$ cat src/rtl/alu_iter_exec.sv
// rtl/alu_iter_exec.sv - ALU with single-cycle logic/arithmetic ops and iterative shift-add multiply
//
// Purpose:
//   Executes one request at a time. Non-multiply ops complete on the accepting
//   edge. A multiply is run as a radix-2 shift-add sequence, one step per clock.
//   Build option ALU_MUL_EARLY_EXIT_EN ends the multiply as soon as the remaining
//   multiplier bits are all zero.
//
// Ports:
//   clk_i      in   1      clock, rising edge
//   rst_i      in   1      asynchronous active-low reset
//   valid_i    in   1      request present
//   ALUCtrl_i  in   3      000 mul, 001 sub, 010 sra, 011 and, 100 add, 101 xor, 110 sll, 111 or
//   data1_i    in   WIDTH  operand A
//   data2_i    in   WIDTH  operand B / shift amount in low log2(WIDTH) bits
//   ready_o    out  1      high while idle (request can be accepted)
//   valid_o    out  1      one-cycle pulse when data_o is updated
//   data_o     out  WIDTH  registered result
//   zero_o     out  1      data_o == 0
module alu_iter_exec #(
  parameter int WIDTH = 32
) (
  input  logic             clk_i,
  input  logic             rst_i,
  input  logic             valid_i,
  input  logic [2:0]       ALUCtrl_i,
  input  logic [WIDTH-1:0] data1_i,
  input  logic [WIDTH-1:0] data2_i,
  output logic             ready_o,
  output logic             valid_o,
  output logic [WIDTH-1:0] data_o,
  output logic             zero_o
);

  localparam int SH_W = $clog2(WIDTH);

  localparam logic [2:0] OP_MUL = 3'b000;
  localparam logic [2:0] OP_SUB = 3'b001;
  localparam logic [2:0] OP_SRA = 3'b010;
  localparam logic [2:0] OP_AND = 3'b011;
  localparam logic [2:0] OP_ADD = 3'b100;
  localparam logic [2:0] OP_XOR = 3'b101;
  localparam logic [2:0] OP_SLL = 3'b110;
  localparam logic [2:0] OP_OR  = 3'b111;

  typedef enum logic {
    IDLE,
    MUL
  } state_t;

  state_t           state_q, state_d;
  logic [WIDTH-1:0] mcand_q, mcand_d;
  logic [WIDTH-1:0] mplier_q, mplier_d;
  logic [WIDTH-1:0] acc_q, acc_d;
  logic [WIDTH-1:0] data_q, data_d;
  logic [SH_W-1:0]  cnt_q, cnt_d;
  logic             valid_q, valid_d;

  logic [WIDTH-1:0] alu_res;
  logic [WIDTH-1:0] acc_sum;
  logic [SH_W-1:0]  shamt;
  logic             last_step;

  assign shamt = data2_i[SH_W-1:0];

  // Single-cycle result; the mul arm is never used for data_o.
  always_comb begin
    alu_res = '0;
    case (ALUCtrl_i)
      OP_MUL: alu_res = '0;
      OP_SUB: alu_res = data1_i - data2_i;
      OP_SRA: alu_res = $unsigned($signed(data1_i) >>> shamt);
      OP_AND: alu_res = data1_i & data2_i;
      OP_ADD: alu_res = data1_i + data2_i;
      OP_XOR: alu_res = data1_i ^ data2_i;
      OP_SLL: alu_res = data1_i << shamt;
      OP_OR:  alu_res = data1_i | data2_i;
    endcase
  end

  // Accumulator value after the step performed on this edge.
  assign acc_sum = acc_q + (mplier_q[0] ? mcand_q : '0);

`ifdef ALU_MUL_EARLY_EXIT_EN
  // Finish on the step that consumes the highest set multiplier bit; an
  // all-zero multiplier finishes on the first MUL edge with acc_sum == acc_q.
  assign last_step = (cnt_q == SH_W'(WIDTH - 1)) || ((mplier_q >> 1) == '0);
`else
  assign last_step = (cnt_q == SH_W'(WIDTH - 1));
`endif

  always_comb begin
    state_d  = state_q;
    mcand_d  = mcand_q;
    mplier_d = mplier_q;
    acc_d    = acc_q;
    cnt_d    = cnt_q;
    data_d   = data_q;
    valid_d  = 1'b0;
    case (state_q)
      IDLE: begin
        if (valid_i) begin
          if (ALUCtrl_i == OP_MUL) begin
            mcand_d  = data1_i;
            mplier_d = data2_i;
            acc_d    = '0;
            cnt_d    = '0;
            state_d  = MUL;
          end else begin
            data_d  = alu_res;
            valid_d = 1'b1;
          end
        end
      end
      MUL: begin
        acc_d    = acc_sum;
        mcand_d  = mcand_q << 1;
        mplier_d = mplier_q >> 1;
        cnt_d    = cnt_q + SH_W'(1);
        if (last_step) begin
          data_d  = acc_sum;
          valid_d = 1'b1;
          state_d = IDLE;
        end
      end
      default: state_d = IDLE;
    endcase
  end

  always_ff @(posedge clk_i or negedge rst_i) begin
    if (!rst_i) begin
      state_q  <= IDLE;
      mcand_q  <= '0;
      mplier_q <= '0;
      acc_q    <= '0;
      cnt_q    <= '0;
      data_q   <= '0;
      valid_q  <= 1'b0;
    end else begin
      state_q  <= state_d;
      mcand_q  <= mcand_d;
      mplier_q <= mplier_d;
      acc_q    <= acc_d;
      cnt_q    <= cnt_d;
      data_q   <= data_d;
      valid_q  <= valid_d;
    end
  end

  assign ready_o = (state_q == IDLE);
  assign valid_o = valid_q;
  assign data_o  = data_q;
  assign zero_o  = (data_q == '0);

endmodule

$ cat config.mk
export PLATFORM = sky130hd
export DESIGN_NAME = alu_iter_exec
export DESIGN_NICKNAME = d
export VERILOG_FILES = /design/src/rtl/alu_iter_exec.sv
export SDC_FILE = /design/constraint.sdc
export NUM_CORES = 1
export LEC_CHECK = 0
export ABC_AREA = 1
export CORE_ASPECT_RATIO = 0.75
export CORE_MARGIN = 2
export CORE_UTILIZATION = 50
export DETAILED_ROUTE_END_ITERATION = 8
export DONT_BUFFER_PORTS = 1
export MAX_ROUTING_LAYER = met4
export RECOVER_POWER = 25
export SYNTH_ARGS = -nofsm -noshare
export SYNTH_HDL_FRONTEND = slang
export SYNTH_SLANG_ARGS = --single-unit
export TNS_END_PERCENT = 1
$ cat constraint.sdc
create_clock -name clk_i -period 5.93 [get_ports clk_i]
set_clock_uncertainty 0.2 [all_clocks]
set_input_delay 0.593 -clock clk_i [delete_from_list [all_inputs] [get_ports clk_i]]
set_output_delay 0.593 -clock clk_i [all_outputs]
set_load 0.03 [all_outputs]
-- Word-level counts from Yosys, hierarchy flattened
Cells that the tools add are included.
- register bits after elaboration: 135
- input port bits: 70
- logic and storage cells: 59
- add/subtract/negate cells: 4
- eq/ne operators: 12
- shift operators: 2
- multiplexer cells: 26
- bitwise logic cells: 4
- reduce and logical (&&, ||, !) cells: 4
- operator list (kind ; number):
    two-way mux 32 bit ; 10
    one-hot mux 32 bit (2 select lines) ; 4
    one-hot mux 32 bit (7 select lines) ; 1
    adder 32 bit ; 2
    AND 32 bit ; 1
    zero test 32 bit ; 1
    bitwise OR 32 bit ; 1
    << shifter 32 x 5 -> 32 bit ; 1
    >>> shifter 32 x 5 -> 32 bit ; 1
    subtractor 32 bit ; 1
    bitwise XOR 32 bit ; 1
    equality test 3 bit (second input constant) ; 4
    two-way mux 5 bit ; 2
    one-hot mux 5 bit (2 select lines) ; 1
    equality test 3 x 2 -> 1 bit (second input constant) ; 2
    two-way mux 1 bit ; 6
    adder 5 x 1 -> 5 bit (second input constant) ; 1
    equality test 5 bit (second input constant) ; 1
    != test 2 x 1 -> 1 bit (second input constant) ; 2
    != test 2 bit (second input constant) ; 2
    one-hot mux 1 bit (2 select lines) ; 2
    equality test 3 x 1 -> 1 bit (second input constant) ; 1
    zero test 3 bit ; 1
    AND reduction 3 bit ; 1
    other kinds (2) ; 2

-- Logic depth before layout (Yosys ltp)
- word-level depth: 5
- mapped depth: 29

-- Least setup slack after synthesis
No wires, ideal clock.
- kind: in2reg
- start point: in data2_i[1]
- end point: reg data_q[25] (netlist: data_o[25])
- arrival: 3.404 ns
- required time: 5.612 ns
- path slack: 2.208 ns
- stages: 24
- buffers on the path: 2
- cells stage by stage: buf_4 inv_2 buf_2 ha_1 nand4_1 nor2_2 nand4_1 nand2_1 o21ai_1 a21oi_2 nand2_1 xor2_1 ha_1 nand2_1 nor2_1 nand2_1 nor4_1 nand2_1 nand3_1 nand2_1 nand2_1 nand2_1 a21oi_1 nor2_1
- word-level cells in the longest chain between the ends: 5
- elaborated cells between the ends (all ways): 8
- ends and longest elaborated chain (what ; line ; RTL):
    start, declared ; 28 ; input logic [WIDTH-1:0] data2_i,
    adder 32 bit (tied with other cells) ; 74 ; OP_ADD: alu_res = data1_i + data2_i;
    one-hot mux 32 bit (7 select lines) (*) ; 69 ; case (ALUCtrl_i)
    two-way mux 32 bit (*) ; 103 ; if (ALUCtrl_i == OP_MUL) begin
    two-way mux 32 bit (*) ; 102 ; if (valid_i) begin
    one-hot mux 32 bit (2 select lines) (*) ; 100 ; case (state_q)
    end signal, assigned ; 145 ; data_q <= data_d;
    end, declared ; 55 ; logic [WIDTH-1:0] data_q, data_d;
Every way passes the cells marked *; elsewhere a longest branch is shown, timed or not. The select of a mux whose other input is x is not followed.
A chain may end at the register's enable or synchronous reset.

-- Worst setup path after layout
- start point: in ALUCtrl_i[0]
- end point: reg data_q[24] (netlist: data_o[24])
- word-level cells in the longest chain between the ends: 5
- elaborated cells between the ends (all ways): 14
- ends and longest elaborated chain (what ; line ; RTL):
    start, declared ; 26 ; input logic [2:0] ALUCtrl_i,
    equality test 3 bit (tied with other cells) ; 69 ;
    one-hot mux 32 bit (7 select lines) ; 69 ;
    two-way mux 32 bit ; 103 ;
    two-way mux 32 bit ; 102 ;
    one-hot mux 32 bit (2 select lines) ; 100 ;
Parallel ways exist; a longest one is shown, timed or not. The select of a mux whose other input is x is not followed.

==> reports/results.ini <==
[worst_setup_path]
slowest_delay_ps = 580
path_delay_family = simple AND/OR/NAND/NOR gates
cp_slowest_cell = inv_1
critPathMostFrequentCell = nand2_1
crit_fanout = 21
path_buf_inv = 1
end_kind = flip-flop
crit_path_start_kind = input port
crit_type = input port to flip-flop
crit_required_ps = 6110
path_cells = nor2_1 > nand2_1 > inv_1 > o21ai_1 > a21oi_2 > xor2_1 > ha_1 > nand2_1 > nor2_1 > nand2_1 > nor3_1 > nand2_1 > nand3_1 > nand2_1 > nand2_1 > nand2_1 > nand3_1 > nand2_1 > a21oi_1
cp.arrival_ps = 4610

[detailed_routing]
route.detailed.drc = 0
totalWireLength_mm = 73.7
drt_iter0_markers = 2923
final_antenna_net_count = 0
vias = 19200
dr.pass1.iters = 6
post_drt_wl_per_cell_um = 23.9
viasPerCell = 6.25

[pwr]
clockPowerShare_pct = 15.1
p_leak_nw = 9.01
p_comb_share_pct = 56.4
pwr-share-seq_pct = 28.5
power.density_nw_per_um2 = 442
max-vdd-ir-drop_v = 0.000467
p_int_mw = 3.37
sw_frac_of_total_pct = 54.9
power.switching_mw = 4.10
finalPower_mw = 7.47

[place]
place_area_sq_um = 16300
io_buffers = 0
dp_slack_ps = 1250
place_congestion = 1.18
place_hpwl_mm = 57.0

[timing]
setup_slack_ps = 1500
worst_slew_pin_slew_ps = 1150
finalCriticalPeriod_ps = 4430
slew_headroom_pct = 23.5
timing.final.crit_share_pct = 74.7
rsz0062_at_grt = false
finalHoldViolCount = 0
fmax_mhz = 226
setup_viol = 0
totalNegativeSetupSlack_ps = 0
maxSlewViolCount = 0
worst_hold_slack_ps = 80.3

[die]
die_h_um = 160
die-area_sq_um = 33800
rows = 57
initial_core_util_pct = 50.4
coreArea_sq_um = 32100
ioPinCount = 105
die_w_um = 212

[clocking]
cts_resized = 0
clock_sinks = 135
cts-root-buf = clkbuf_16
clockBufferDepth = 2
cts_tree = yes
clkLatencyLatePin_ps = 460
cts_max_level = 4
cts_made_buffers = 17
path_clk_slew_ps = 80
holdBufCountCts = 2
cts_setup_buffers = 0

[min_path]
min_path_type = input port to flip-flop

[synthesis]
ys_seq_elements = 135
syn_inst = 2733
synthArstFlopShare_pct = 100
synth.net_count = 2939
synth_ff_type = dfrtp_1
yosys_warnings = 0
seq_area_frac_synth_pct = 20.9
synth_area_per_cell_sq_um = 5.92
ys_types = 53
synth-edff-count = 0
netlist_area_sq_um = 16200

[final_layout]
fin_area_sq_um = 16900
area_growth_pct = 4.48
final_nets = 2859
final_layout_size_suffix_gt1_share_pct = 3.64

[grt]
grtUsageMet2_pct = 61.4
grt-ovfl-total = 0
grt_pass1_vias = 17600
grt_usage_pct = 45.0
grt-busiest-layer = met2
gr-usage-met3_pct = 14.3
grt_max_degree = 136
grt_pass1_wl_mm = 110
grtUsageMet1_pct = 61.2
grt_antenna_before_repair = 1

[status]
status = complete, no violations

[run]
maxCapViolations = 0

## power groups by stage
stage                     Combinational (mW)  Clock (mW)  Sequential, mW
final                                   4.22        1.13            2.13
after global routing                    4.74        1.17            2.19
after CTS                               4.10        1.13            2.12
after detailed placement                4.06           0            2.13
after global placement                  3.97           0            2.12
after floorplan                         3.09           0            1.90
## per-stage QoR
step | utilization, % | cells
global route | 52.7 | 3080
CTS | 52.7 | 3079
floorplan | - | 2733
global placement | 50.7 | 3045
detailed placement | 50.7 | 3045
finish | 52.7 | 3081
## layout make-up
| type | instances | area (sq um) |
|---|---|---|
| fillers | 3431 | 15200 |
| well taps | 413 | 517 |
| repair buffers | 17 | 150 |
| flip-flops and latches | 135 | 3380 |
| clock inverters | 15 | 164 |
| diodes | 2 | 5.00 |
| inverters | 272 | 1030 |
| clock buffers | 17 | 425 |
| multi-input cells | 2210 | 11200 |
## per-layer routing
layer | share of wire (%) | vias up | routed length (um)
met5 | 0 | - | 0
met4 | 4.3 | 0 | 3180
met3 | 14 | 210 | 10600
met2 | 40 | 1310 | 29300
met1 | 42 | 8961 | 30700
li1 | - | 8767 | -
## cell families after synthesis
group,Yosys count,share of synthesized area [%]
xor gates and xnor gates,46,2.49
DFF,135,20.9
adders and majority gates,136,10.6
and+or+nand+nor,1655,42.8
AOI/OAI and AO/OA,372,13.4
buffers and inverters,388,9.82
muxes,1,0.0619
## sequential cells by signal, indices dropped and copies added (netlist names)
register  cells
mplier_q     32
valid_o       1
acc_q        32
mcand_q      32
state_q       1
data_o       32
cnt_q         5
## worst paths after layout
kind	startpoint	to	slack, ps	cells past startpoint
max in group asynchronous	rst_i	state_q	4270	2
worst min-delay path	data2_i[9]	mplier_q[9]	80	2
worst min register to register	acc_q[26]	acc_q[26]	290	2
min in group asynchronous	rst_i	acc_q[2]	570	2
worst max-delay path	ALUCtrl_i[0]	data_o[24]	1500	19
worst max register to register	state_q	data_o[8]	1940	6
## cell usage in the layout, fill, tap and decap left out, types with 5 or more instances in the layout
cell type / Yosys / layout
a31oi_1: 64 / 64
inv_2: 11 / 9
nor4_1: 10 / 10
nand2_2: 11 / 11
dfrtp_1: 135 / 134
nand2_1: 986 / 986
nor3_1: 21 / 20
nor2_2: 3 / 5
inv_1: 260 / 260
a211oi_1: 5 / 5
or2_2: 5 / 5
ha_1: 134 / 134
nand4_1: 22 / 22
and2_1: 13 / 13
nand3_1: 318 / 318
a21oi_1: 129 / 129
o21ai_1: 20 / 20
a221oi_1: 14 / 14
o211ai_1: 22 / 22
inv_6: 1 / 5
nand3b_1: 11 / 11
xor2_1: 44 / 44
nor2_1: 245 / 243
o21bai_1: 7 / 7
buf_4: 5 / 15
clkbuf_16: 0 / 17
o21ai_0: 85 / 85
## cells in the mapped netlist, types with 13 or more instances
cell type	n	area, sq um
o21ai_1	20	100
and2_1	13	81.3
nand2_1	986	3700
o21ai_0	85	425
nor2_1	245	920
nand3_1	318	1590
ha_1	134	1680
a21oi_1	129	646
buf_2	48	240
a221oi_1	14	123
inv_1	260	976
xor2_1	44	385
dfrtp_1	135	3380
o211ai_1	22	165
nor3_1	21	105
nand4_1	22	138
clkbuf_1	53	199
a31oi_1	64	400
No activity file was read; power rests on OpenSTA's default activity.
